--- src/rtl/instruction_fetch_unit.sv ---
// Fetch FSM REQ->WAIT->FULL, one outstanding imem request; 3 cycles/instr at zero wait.
// Holds instruction while inst_ready low; no new request until decode takes it.
module instruction_fetch_unit #(
    parameter logic [31:0] RESET_PC = 32'h0000_0000
) (
    input  logic        clk,
    input  logic        reset,
    output logic        imem_req_valid,
    input  logic        imem_req_ready,
    output logic [31:0] imem_addr,
    input  logic        imem_resp_valid,
    input  logic [31:0] imem_resp_data,
    output logic        inst_valid,
    input  logic        inst_ready,
    output logic [31:0] inst,
    output logic [31:0] inst_pc,
    input  logic        redirect_valid,
    input  logic [31:0] redirect_pc,
    input  logic        halt,
    output logic        halted,
    output logic [31:0] fetch_count
);

    typedef enum logic [1:0] {
        S_REQ  = 2'd0,
        S_WAIT = 2'd1,
        S_FULL = 2'd2,
        S_HALT = 2'd3
    } state_t;

    state_t      state_q, state_d;
    logic [31:0] pc_q, pc_d;
    logic [31:0] inst_q, inst_d;
    logic [31:0] inst_pc_q, inst_pc_d;
    logic [31:0] fetch_count_q, fetch_count_d;
    logic        discard_q, discard_d;
    logic        halt_pending_q, halt_pending_d;
    logic [31:0] redirect_tgt;

    assign redirect_tgt = {redirect_pc[31:2], 2'b00};

    always_ff @(posedge clk) begin
        if (reset) begin
            state_q        <= S_REQ;
            pc_q           <= RESET_PC;
            inst_q         <= 32'd0;
            inst_pc_q      <= 32'd0;
            fetch_count_q  <= 32'd0;
            discard_q      <= 1'b0;
            halt_pending_q <= 1'b0;
        end else begin
            state_q        <= state_d;
            pc_q           <= pc_d;
            inst_q         <= inst_d;
            inst_pc_q      <= inst_pc_d;
            fetch_count_q  <= fetch_count_d;
            discard_q      <= discard_d;
            halt_pending_q <= halt_pending_d;
        end
    end

    always_comb begin
        state_d        = state_q;
        pc_d           = pc_q;
        inst_d         = inst_q;
        inst_pc_d      = inst_pc_q;
        fetch_count_d  = fetch_count_q;
        discard_d      = discard_q;
        halt_pending_d = halt_pending_q;

        case (state_q)
            S_REQ: begin
                if (halt) begin
                    if (imem_req_ready) begin
                        state_d        = S_WAIT;
                        halt_pending_d = 1'b1;
                    end else begin
                        state_d = S_HALT;
                    end
                end else begin
                    if (redirect_valid) begin
                        pc_d = redirect_tgt;
                    end
                    if (imem_req_ready) begin
                        state_d = S_WAIT;
                        if (redirect_valid) begin
                            discard_d = 1'b1;
                        end
                    end
                end
            end
            S_WAIT: begin
                // Once halting is decided, redirects can no longer revive fetching.
                if (halt || halt_pending_q) begin
                    halt_pending_d = 1'b1;
                    if (imem_resp_valid) begin
                        discard_d = 1'b0;
                        state_d   = S_HALT;
                    end
                end else if (redirect_valid) begin
                    pc_d = redirect_tgt;
                    if (imem_resp_valid) begin
                        discard_d = 1'b0;
                        state_d   = S_REQ;
                    end else begin
                        discard_d = 1'b1;
                    end
                end else if (imem_resp_valid) begin
                    if (discard_q) begin
                        discard_d = 1'b0;
                        state_d   = S_REQ;
                    end else begin
                        inst_d    = imem_resp_data;
                        inst_pc_d = pc_q;
                        pc_d      = pc_q + 32'd4;
                        state_d   = S_FULL;
                    end
                end
            end
            S_FULL: begin
                if (inst_ready) begin
                    fetch_count_d = fetch_count_q + 32'd1;
                end
                if (halt) begin
                    state_d = S_HALT;
                end else if (redirect_valid) begin
                    pc_d    = redirect_tgt;
                    state_d = S_REQ;
                end else if (inst_ready) begin
                    state_d = S_REQ;
                end
            end
            default: begin
                state_d = S_HALT;
            end
        endcase
    end

    assign imem_req_valid = !reset && (state_q == S_REQ);
    assign inst_valid     = !reset && (state_q == S_FULL);
    assign halted         = !reset && (state_q == S_HALT);
    assign imem_addr      = pc_q;
    assign inst           = inst_q;
    assign inst_pc        = inst_pc_q;
    assign fetch_count    = fetch_count_q;

endmodule

--- config.mk ---
export PLATFORM = sky130hd
export DESIGN_NAME = instruction_fetch_unit
export DESIGN_NICKNAME = d
export VERILOG_FILES = /design/src/rtl/instruction_fetch_unit.sv
export SDC_FILE = /design/constraint.sdc
export NUM_CORES = 1
export LEC_CHECK = 0
export ABC_AREA = 0
export ABC_CLOCK_PERIOD_IN_PS = 1950
export CAP_MARGIN = 5
export CORE_MARGIN = 3
export CORE_UTILIZATION = 42
export CTS_BUF_LIST = sky130_fd_sc_hd__clkbuf_8
export DETAILED_ROUTE_END_ITERATION = 8
export PLACE_DENSITY = 0.75
export REMOVE_ABC_BUFFERS = 1
export SETUP_SLACK_MARGIN = 0.02
export SYNTH_ARGS = -nofsm -noshare
export SYNTH_HDL_FRONTEND = slang
export SYNTH_SLANG_ARGS = --single-unit
--- constraint.sdc ---
create_clock -name clk -period 1.95 [get_ports clk]
set_input_delay 0.4875 -clock clk [delete_from_list [all_inputs] [get_ports clk]]
set_output_delay 0.4875 -clock clk [all_outputs]
set_load 0.05 [all_outputs]
==> results_dict.tcl <==
set metrics [dict create \
    dieArea_sq_um 15220 \
    slew_headroom_pct 65.44 \
    pin_count 202 \
    period_needed_ps 1876 \
    setup_violations 0 \
    die_x_um 123.4 \
    cp.arrival_ps 2240 \
    grt_pass1_wl_um 27720 \
    grt_max_degree 112 \
    status "finished, final reports clean" \
    die_y_um 123.4 \
    track_usage_pct 22.76 \
    synthMuxAreaShare_pct 1.384 \
    start_util_pct 43.35 \
    synth_compound_area_share_pct 18.21 \
    synth.distinct_cells 52 \
    syn_area_sq_um 5787 \
    io_buffers 195 \
    clk_pin_slew_ps 70 \
    ys_seq_area_share_pct 44.28 \
    async_flop_share_pct 0 \
    worst-slew-pin-transition_ps 518.5 \
    drv_cap 0 \
    row_count 42 \
    synth_fa_ha_area_share_pct 0.4324 \
    critPathRequiredTime_ps 2310 \
    hold_class "in -> reg" \
    critical_path_class "in -> reg" \
    synth.avg_cell_area_sq_um 7.852 \
    netlist_instances 737 \
    drt-pass1-iter-count 5 \
    finalHoldViolCount 0 \
    antenna_found_initial 0 \
    layoutNonFillerInstCount 1171 \
    cts_tree "built" \
    fin_crit_sh_pct 96.20 \
    drt_iter0_drc 368 \
    path_max_fanout 9 \
    place_ws_ps -361.6 \
    first_global_vias 5729 \
    crit_path_end_kind "flop" \
    drt_wl_total_um 17400 \
    n_antenna_cell 0 \
    fmax_ghz 0.5331 \
    synth_edf_count 0 \
    tns_ps 0 \
    synth-xor-area-share_pct 3.632 \
    overflow 0 \
    clock_sink_count 128 \
    nNetsFinal 1055 \
    postRouteAntennaNets 0 \
    wl_per_cell_um 14.86 \
    hpwlAfterDp_um 12570 \
    fillCellCount 1206 \
    synth-seq-cells 128 \
    vias_per_cell 5.245 \
    cts_buffers 17 \
    htreeDepth 4 \
    rsz0062_at_grt "no" \
    ys_warn_count 0 \
    synthSimpleGateAreaFrac_pct 27.11 \
    skew_ps 12.15 \
    layout_setup_ws_ps 74.15 \
    drc 0 \
    cellPowerDensity_nw_per_um2 710.6 \
    dp.cells 1139 \
    ir_drop_mv 0.8604 \
    core-area_sq_um 13350 \
    cts-root-buf "clkbuf_8" \
    slew_violations 0 \
    syn_to_final_growth_pct 49.71 \
    clk_latency_ps 440 \
    drive_above_1_share_pct 24.92 \
    p_leak_uw 0.003615 \
    crit_path_start_kind "primary input" \
    num_vias 6142 \
    clk_path_buf_depth 2 \
    gp_congestion 0.8518 \
    ys.flop_type "dfxtp_1" \
    synth_top_family_by_area "simple AND/OR/NAND/NOR gates" \
]
-- area by class of cell --
class,count,area (sq um),share of cell area [%]
multi-input combinational,546,2979,34.39
sequential,128,2567,29.64
timing repair buffer,283,2439,28.15
clock buffer,22,302.8,3.495
tap,176,220.2,2.542
clock inverter,10,132.6,1.531
inverter,6,22.52,0.2600
-- flip-flops by register name (all words and copies together), names as in the netlist --
| name | cells |
|---|---|
| inst_pc | 30 |
| discard_q | 1 |
| inst | 32 |
| state_q | 2 |
| imem_addr | 30 |
| halt_pending_q | 1 |
| fetch_count | 32 |
-- path summary, 6_finish.rpt --
| check | startpoint | to | slack (ps) | depth (start not counted) |
|---|---|---|---|---|
| worst max-delay path | redirect_valid | imem_addr[29] | 70 | 6 |
| worst min-delay path | reset | inst_pc[19] | 370 | 2 |
| worst max register to register | state_q[0] | imem_addr[29] | 120 | 7 |
| worst min register to register | inst[30] | inst[30] | 450 | 2 |
-- layer usage --
layer	vias up	routed length (um)	share of wire (%)	GRT usage, %
met2	196	8333	48	36.60
met5	-	0	0	0
met3	37	1357	7.8	7.914
li1	3072	-	-	-
met1	2837	7225	42	27.96
met4	0	480	2.8	8.997
-- cells in the mapped netlist (9+ instances only) --
cell / number / area share (%)
clkbuf_1: 46 / 3.0
nor2_1: 65 / 4.2
and4_1: 10 / 1.5
or3_1: 9 / 0.97
nand3_1: 15 / 1.3
a21oi_1: 95 / 8.2
o21ai_0: 24 / 2.1
a32oi_1: 10 / 1.5
and3_1: 12 / 1.3
dfxtp_1: 128 / 44
nand4_1: 28 / 3.0
a31oi_1: 9 / 0.97
xor2_1: 18 / 2.7
nand2_1: 156 / 10
-- through the flow --
step	utilization (%)	hold slack, ps	total power, uW	area [sq um]
after detailed placement	61.46	446.8	3744	8204
final	64.90	370.3	6156	8663
after CTS	64.67	341.9	6206	8632
after floorplan	-	470.5	3250	5538
after global placement	61.46	441.2	3740	8204
after global routing	64.90	365.1	6408	8663
-- cells by family after synthesis --
group,count (synthesis)
fa+ha+maj,2
simple gates,331
buf+inv,66
compound gates,177
other cells,1
xor+xnor,24
mux,8
flops,128
-- power by group --
group	internal (uW)	switching (uW)
sequential	2680	55.9
combinational	406	556
clock	1430	1040
-- timing repair --
item / 4_1_cts / 5_1_grt
endpoints found under the setup margin: 17 / 7
pin swaps: 1 / 3
hold buffers: 0 / 0
gates resized for setup: 20 / 10
gates cloned: 0 / 0
setup buffers: 0 / 0
-- critical path: stages --
cell and delay [ps]:
clkdlybuf4s50_1 620, o211ai_1 150, buf_4 190, or3_1 360
or3_1 320, o211ai_1 100
-- cells in the final DEF, fill, tap and decap left out, drive strengths merged, types with 10 or more instances in the layout --
master	synthesis	routed
a21oi	95	95
a32oi	10	10
and3	13	13
and4	10	10
buf	13	200
clkbuf	47	22
clkdlybuf4s50	0	66
dfxtp	128	128
dlygate4sd2	0	16
nand2	156	156
nand3	15	15
nand4	29	29
nor2	65	65
o21ai	24	24
xor2	18	18
No activity file was read; power rests on OpenSTA's default activity.
